### config.mk
export PLATFORM = sky130hd
export DESIGN_NAME = pipeline_debug_ctrl
export DESIGN_NICKNAME = d
export VERILOG_FILES = /design/src/rtl/pipeline_debug_ctrl.sv
export SDC_FILE = /design/constraint.sdc
export NUM_CORES = 1
export LEC_CHECK = 0
export CAP_MARGIN = 40
export CORE_MARGIN = 8
export CORE_UTILIZATION = 30
export DETAILED_ROUTE_END_ITERATION = 8
export PLACE_DENSITY = 0.5
export SETUP_SLACK_MARGIN = 0.05
export SLEW_MARGIN = 40
export SYNTH_ARGS = -nofsm -noshare
export SYNTH_HDL_FRONTEND = slang
export SYNTH_SLANG_ARGS = --single-unit
### constraint.sdc
create_clock -name clk -period 2.72 [get_ports clk]
set_input_delay 0.272 -clock clk [delete_from_list [all_inputs] [get_ports clk]]
set_output_delay 0.272 -clock clk [all_outputs]
set_load 0.05 [all_outputs]
### src/rtl/pipeline_debug_ctrl.sv
// UART-driven debug controller: loads instruction memory, runs or single-steps the pipeline, reports PC.
// Optional run watchdog enabled by defining PIPE_CTRL_RUN_TIMEOUT_EN.
module pipeline_debug_ctrl #(
  parameter int NB_DATA     = 32,
  parameter int NB_IADDR    = 8,
  parameter int RUN_TIMEOUT = 65535
) (
  input  logic                clk,
  input  logic                i_rst,
  input  logic [7:0]          i_rx_data,
  input  logic                i_rx_valid,
  output logic [7:0]          o_tx_data,
  output logic                o_tx_valid,
  input  logic                i_tx_ready,
  input  logic                i_pipe_halt,
  input  logic [NB_DATA-1:0]  i_pc,
  output logic                o_pipe_en,
  output logic                o_pipe_rst,
  output logic                o_imem_we,
  output logic [NB_IADDR-1:0] o_imem_addr,
  output logic [NB_DATA-1:0]  o_imem_data,
  output logic                o_busy
);

  typedef enum logic [2:0] {IDLE, LOAD_LEN, LOAD_BYTE, LOAD_WR, RUN, STEP, SEND} state_t;
  typedef enum logic [1:0] {SEND_ACK, SEND_PC, SEND_ERR} send_t;

  localparam logic [7:0] CMD_LOAD = 8'h4C;
  localparam logic [7:0] CMD_RUN  = 8'h43;
  localparam logic [7:0] CMD_STEP = 8'h53;
  localparam logic [7:0] CMD_RST  = 8'h50;
  localparam logic [7:0] BYTE_ACK = 8'h4B;
  localparam logic [7:0] BYTE_ERR = 8'hEE;

  state_t                state_q, state_d;
  send_t                 kind_q, kind_d;
  logic [7:0]            len_q, wcnt_q;
  logic [NB_IADDR-1:0]   idx_q;
  logic [1:0]            byte_cnt_q;
  logic [31:0]           word_q, pc_q;
  logic [2:0]            tx_idx_q, tx_last;
  logic [1:0]            byte_sel;
  logic [7:0]            pc_byte;
  logic                  cap_pend_q, pipe_rst_q;
  logic                  run_timeout;

`ifdef PIPE_CTRL_RUN_TIMEOUT_EN
  logic [31:0] run_cnt_q;
  assign run_timeout = (run_cnt_q == 32'(RUN_TIMEOUT - 1));
`else
  logic unused_timeout;
  assign unused_timeout = ^32'(RUN_TIMEOUT);
  assign run_timeout    = 1'b0;
`endif

  always_comb begin
    case (kind_q)
      SEND_PC:  tx_last = 3'd3;
      SEND_ERR: tx_last = 3'd4;
      default:  tx_last = 3'd0;
    endcase
  end

  // Error report prefixes 0xEE, so PC bytes sit one slot later in that frame.
  assign byte_sel = (kind_q == SEND_ERR) ? 2'(tx_idx_q - 3'd1) : tx_idx_q[1:0];
  assign pc_byte  = pc_q[{byte_sel, 3'b000} +: 8];

  // NOTE: every output of this block gets a default first so no path leaves a latch.
  always_comb begin
    state_d    = state_q;
    kind_d     = SEND_ACK;
    o_pipe_en  = 1'b0;
    o_imem_we  = 1'b0;
    o_tx_valid = 1'b0;
    o_tx_data  = 8'h00;
    case (state_q)
      IDLE: if (i_rx_valid) begin
        case (i_rx_data)
          CMD_LOAD: state_d = LOAD_LEN;
          CMD_RUN:  state_d = RUN;
          CMD_STEP: state_d = STEP;
          CMD_RST:  state_d = SEND;
          default:  state_d = IDLE;
        endcase
      end
      LOAD_LEN: if (i_rx_valid) state_d = (i_rx_data == 8'h00) ? SEND : LOAD_BYTE;
      LOAD_BYTE: if (i_rx_valid && byte_cnt_q == 2'd3) state_d = LOAD_WR;
      LOAD_WR: begin
        o_imem_we = 1'b1;
        state_d   = (wcnt_q == len_q - 8'd1) ? SEND : LOAD_BYTE;
      end
      RUN: begin
        o_pipe_en = 1'b1;
        if (i_pipe_halt) begin
          state_d = SEND;
          kind_d  = SEND_PC;
        end else if (run_timeout) begin
          state_d = SEND;
          kind_d  = SEND_ERR;
        end
      end
      STEP: begin
        o_pipe_en = 1'b1;
        state_d   = SEND;
        kind_d    = SEND_PC;
      end
      SEND: if (!cap_pend_q) begin
        o_tx_valid = 1'b1;
        case (kind_q)
          SEND_ACK: o_tx_data = BYTE_ACK;
          SEND_ERR: o_tx_data = (tx_idx_q == 3'd0) ? BYTE_ERR : pc_byte;
          default:  o_tx_data = pc_byte;
        endcase
        if (i_tx_ready && tx_idx_q == tx_last) state_d = IDLE;
      end
      default: state_d = IDLE;
    endcase
  end

  // NOTE: sequential state uses non-blocking assignments so all registers update from pre-edge values.
  always_ff @(posedge clk) begin
    if (i_rst) state_q <= IDLE;
    else       state_q <= state_d;
  end

  always_ff @(posedge clk) begin
    if (i_rst) begin
      kind_q     <= SEND_ACK;
      len_q      <= '0;
      wcnt_q     <= '0;
      idx_q      <= '0;
      byte_cnt_q <= '0;
      word_q     <= '0;
      pc_q       <= '0;
      tx_idx_q   <= '0;
      cap_pend_q <= 1'b0;
      pipe_rst_q <= 1'b0;
`ifdef PIPE_CTRL_RUN_TIMEOUT_EN
      run_cnt_q  <= '0;
`endif
    end else begin
      pipe_rst_q <= (state_q == IDLE) && i_rx_valid && (i_rx_data == CMD_RST);
      // PC reports wait one cycle in SEND so the PC reflects the last enabled advance.
      if (state_q != SEND && state_d == SEND) begin
        kind_q     <= kind_d;
        cap_pend_q <= (kind_d != SEND_ACK);
        tx_idx_q   <= '0;
      end
      case (state_q)
        LOAD_LEN: if (i_rx_valid) begin
          len_q      <= i_rx_data;
          wcnt_q     <= '0;
          idx_q      <= '0;
          byte_cnt_q <= '0;
        end
        LOAD_BYTE: if (i_rx_valid) begin
          word_q[{byte_cnt_q, 3'b000} +: 8] <= i_rx_data;
          byte_cnt_q <= byte_cnt_q + 2'd1;
        end
        LOAD_WR: begin
          idx_q  <= idx_q + 1'b1;
          wcnt_q <= wcnt_q + 8'd1;
        end
        SEND: begin
          if (cap_pend_q) begin
            pc_q       <= 32'(i_pc);
            cap_pend_q <= 1'b0;
          end else if (i_tx_ready) begin
            tx_idx_q <= tx_idx_q + 3'd1;
          end
        end
        default: ;
      endcase
`ifdef PIPE_CTRL_RUN_TIMEOUT_EN
      run_cnt_q <= (state_q == RUN) ? run_cnt_q + 32'd1 : '0;
`endif
    end
  end

  assign o_pipe_rst  = pipe_rst_q;
  assign o_imem_addr = idx_q;
  assign o_imem_data = NB_DATA'(word_q);
  assign o_busy      = (state_q != IDLE);

endmodule
# After elaboration in Yosys (flattened, before gate mapping)
# Index checks and enable logic that the tools add are counted.
[op_classes]
addsub = 7
eq_ne = 19
shifts = 3
muxes = 36
reduce_logical = 19
[ops]
columns = ["op", "n"]
rows = [
  ["8-bit case mux with 2 select lines", 3],
  ["3-bit two-way mux", 12],
  ["32-bit bitwise mux", 1],
  ["8-bit by 7-bit == test with 1-bit output, second input constant", 4],
  ["8-bit two-way mux", 4],
  ["8-bit by 7-bit variable shift with 32-bit output, first input constant", 1],
  ["32-bit by 6-bit variable part select with 8-bit output", 1],
  ["8-bit by 7-bit variable part select with 32-bit output", 1],
  ["3-bit case mux with 7 select lines", 1],
  ["8-bit by 1-bit adder with 8-bit output, second input constant", 2],
  ["3-bit == test, second input constant", 4],
  ["3-bit case mux with 4 select lines", 1],
  ["8-bit == test", 1],
  ["8-bit zero test", 1],
  ["1-bit two-way mux", 8],
  ["2-bit AND reduction", 4],
  ["8-bit by 1-bit subtractor with 8-bit output, second input constant", 1],
  ["5-bit negator with 7-bit output", 1],
  ["3-bit by 2-bit == test with 1-bit output, second input constant", 2],
  ["3-bit zero test", 2],
  ["2-bit two-way mux", 3],
  ["3-bit case mux with 2 select lines", 1],
  ["2-bit nonzero test", 3],
  ["1-bit logical AND", 5],
  ["15 further kinds", 17],
]
[word_totals]
register_bits = 100
in_bits = 45
wordCells = 95

# Logic depth before layout (Yosys ltp)
[logic_depth]
ltp_word = 13
mapped_depth = 8
mapped_depth_nobuf = 8

# Least setup slack after synthesis
# No wires, ideal clock.
[synth_path]
path_kind = "reg-to-reg"
from = "register state_q[2]"
to = "register kind_q[0]"
setup_time_ns = 0.124
arrival_time_ns = 2.095
setup_slack_ns = 0.501
path_stages_with_launch = 8
path_buffers = 1
period_less_slack_ns = 2.219
cell_sequence = "dfxtp_1 > buf_4 > nor2b_1 > o21a_1 > nor2_1 > a21bo_2 > a211oi_2 > nor3_1"
[synth_between]
elab_chain_len = 5
elab_cells_between_ends = 18
cone_classes = "eq/ne: 8; mux: 8; reduce/logical: 2"
[synth_lines]
columns = ["element", "line_no", "source"]
rows = [
  ["from (decl)", "35", "state_t state_q, state_d;"],
  ["from (signal assigned)", "123", "else state_q <= state_d;"],
  ["3-bit two-way mux", "114", "if (i_tx_ready && tx_idx_q == tx_last) state_d = IDLE;"],
  ["3-bit two-way mux", "107", "SEND: if (!cap_pend_q) begin"],
  ["3-bit case mux with 7 select lines", "76", "case (state_q)"],
  ["3-bit == test", "144", "if (state_q != SEND && state_d == SEND) begin"],
  ["1-bit logical AND", "144", ""],
  ["to (signal assigned)", "145", "kind_q <= kind_d;"],
  ["to (decl)", "36", "send_t kind_q, kind_d;"],
]
# Parallel ways exist; a longest one is shown, timed or not.
# A chain may end at the register's enable or synchronous reset.

# Final worst setup path
[layout_path]
from = "register state_q[1]"
to = "output port o_imem_we"
[layout_between]
elab_chain_len = 2
[layout_lines]
columns = ["element", "line_no", "source"]
rows = [
  ["3-bit by 2-bit == test with 1-bit output", "76", ""],
  ["1-bit two-way mux", "76", ""],
  ["to (decl)", "19", "output logic o_imem_we,"],
]
# No other way between the ends.

==> impl_metrics.csv <==
group,metric,value,unit
status,status,"completed",
die,ioPinCount,98,
critical_path,crit_fanout,12,
yosys,synthTopCellsByCount,"nand2_1 (126), dfxtp_1 (99), a21oi_1 (93), nand3_1 (49), nor2_1 (33)",
power,vdd_drop_max,0.0002523,V
timing,hold_violations,0,
clock_tree,htree_levels,3,
die,die_x,139.2,um
yosys,netlist_area,4551,um2
critical_path,required,2450,ps
die,core-area,15030,um2
place,port-buffer-count,97,
cells_and_area,area_growth_syn_to_layout,31.92,%
cells_and_area,final_util,39.93,%
global_routing,grt_start_max_net_pins,36,
critical_path,crit_type,"reg -> out",
clock_tree,cts_setup_buffers,0,
clock_tree,cts_tree,"built",
yosys,synth.most_common_cell,"nand2_1",
drt,dr.pass1.iters,4,
die,row_count,45,
hold_path,hold_path.class,"reg -> reg",
die,die-height,139.2,um
global_routing,grt_pass1_wl,21730,um
timing,tns,0,ps
timing,report.final.slew_viol_count,0,
place,gp_routability_congestion,0.7877,
yosys,ys_seq_area_share,43.55,%
yosys,synth_edf_count,0,
critical_path,r2r.worst_path.cells,7,
yosys,synthesis.nets,621,
drt,vias,4226,
hold_path,hold_end,"pc_q[1]",
power,totalPowerFinal,2.751,mW
power,powerDensity,458.2,nW/um2
clock_tree,cts_sinks,99,
timing,finClkSkew,3.543,ps
critical_path,endpoint_kind,"output pin",
die,die_area,19370,um2
cells_and_area,nets,713,
clock_tree,cts.path.max_buffers,2,
critical_path,arrival,2190,ps
yosys,synthCells,567,
drt,initialDrtViolationCount,243,
clock_tree,path_clk_slew,60,ps
yosys,ys_types,54,
global_routing,grt_usage,13.75,%
yosys,yosysWarnings,0,
critical_path,regToRegStartpoint,"state_q[1]",
timing,worstMarginPinSlew,736.5,ps
die,start_util,30.27,%
yosys,ys.flop_type,"dfxtp_1",
clock_tree,cts-buffers-inserted,9,
yosys,avgSynthCellArea,8.026,um2
cells_and_area,multi_input_area,2367,um2
flow_run,drv_cap,0,
clock_tree,root_buffer,"clkbuf_16",
drt,antenna_left,0,
yosys,ys_ff_latch,99,
timing,grt_setup_unrepaired,"false",
clock_tree,holdBufCountCts,0,
global_routing,grt_overflow_total,0,
drt,wl,13270,um
hold_path,whs_path_depth,2,
drt,drc,0,
place,hpwlAfterDp,9837,um
timing,setup_viol,0,
critical_path,r2r_setup_slack,560,ps
critical_path,r2r_end,"kind_q[0]",
global_routing,antenna_found_initial,0,
power,p_leak,2.088,nW
cells_and_area,drive_above_1_share,8.775,%
clock_tree,insertion_delay,340,ps
timing,period_share,90.61,%
yosys,synthArstFlopShare,0,%
timing,slew_headroom,50.90,%
critical_path,cp-start-kind,"flip-flop",
timing,final.min_clock_period,2465,ps
drt,wire_per_inst,15.63,um
timing,max_freq,405.7,MHz
global_routing,grt_pass1_vias,4234,
cells_and_area,diodes,0,
yosys,synth_top_area_cell,"dfxtp_1",
drt,vias_per_cell,4.978,
cells_and_area,num-fill-cells,1511,
hold_path,worstHoldStart,"pc_q[1]",
yosys,synth_top_area_share,43.55,%
cells_and_area,regArea,1983,um2
yosys,synth.area.top_cells,"dfxtp_1 (44%), nand2_1 (10%), a21oi_1 (10%)",
[metal layers]
| metal | GRT usage [%] | wire [um] | vias up |
|---|---|---|---|
| met2 | 23.35 | 6438 | 87 |
| met3 | 4.096 | 722 | 12 |
| met1 | 16.47 | 5903 | 1972 |
| li1 | - | - | 2155 |
| met4 | 3.986 | 204 | 0 |
| met5 | 0 | 0 | - |
[how the worst max path moves through the flow]
stage	startpoint	to	slack, ps	cells after the start
global route	state_q[0]	o_imem_we	90	3
CTS	state_q[1]	o_tx_data[0]	60	4
finish	state_q[1]	o_imem_we	260	3
floorplan	state_q[2]	kind_q[0]	500	7
global placement	tx_idx_q[0]	o_tx_data[0]	380	4
detailed placement	tx_idx_q[0]	o_tx_data[1]	370	4
[final cells by class]
class                      count  area share, %
multi-input combinational    421          39.43
sequential                    99          33.03
tap                          188          3.918
clock buffer                  13          4.168
timing repair buffer         117          18.76
inverter                      11         0.6878
[timing repair]
| item | in CTS | in global routing |
|---|---|---|
| endpoints found under the setup margin | 4 | 4 |
| hold endpoints to repair | 0 | 0 |
| gates resized for setup | 1 | 4 |
[power breakdown]
group	internal (mW)	switching, mW
clock network	0.632	0.520
registers	1.45	0.00318
logic	0.0774	0.0682
total	2.16	0.591
[worst max-delay path: stages (launching register included)]
cell	delay (ps)
dfxtp_1	500
nand3b_1	160
inv_1	310
clkdlybuf4s50_1	880
[cells by family after synthesis]
group,synth area share [%]
and+or+nand+nor,27.55
AOI/OAI and AO/OA,16.44
DFF,43.55
buffers and inverters,4.426
muxes,4.207
adders and majority gates,2.475
xor gates and xnor gates,1.347
[flip-flops by register name (all words and copies together) (netlist names)]
register	count
o_imem_data	32
pc_q	32
len_q	8
o_imem_addr	8
wcnt_q	8
state_q	3
tx_idx_q	3
byte_cnt_q	2
cap_pend_q	1
kind_q	1
o_pipe_rst	1
[per-stage QoR]
stage	instances	instance area [um2]	hold slack (ps)	setup WS, ps
floorplan	567	4551	408.0	501.2
global route	849	6003	470.8	87.21
CTS	849	5993	456.6	58.61
global placement	836	5742	438.3	377.0
finish	849	6003	454.5	255.4
detailed placement	836	5742	448.0	368.1
[placed cells by master (no fill, tap or decap), types with 4 or more instances in the layout]
cell type          n
and2_1             6
nor2_1            33
a21oi_1           93
nand4_1            7
clkdlybuf4s50_1   87
inv_1             11
nor3_1             9
dfxtp_1           98
buf_4             24
nand3b_1           5
nand2_1          126
o21a_1             6
o21ai_0            4
nand3_1           49
dlymetal6s2s_1     4
clkbuf_16          9
xor2_1             4
nor3b_1            4
mux4_2             8
ha_1               9
nand2b_1           5
a31oi_1            6
and3_1             8
Power figures use the tool's default switching activity.
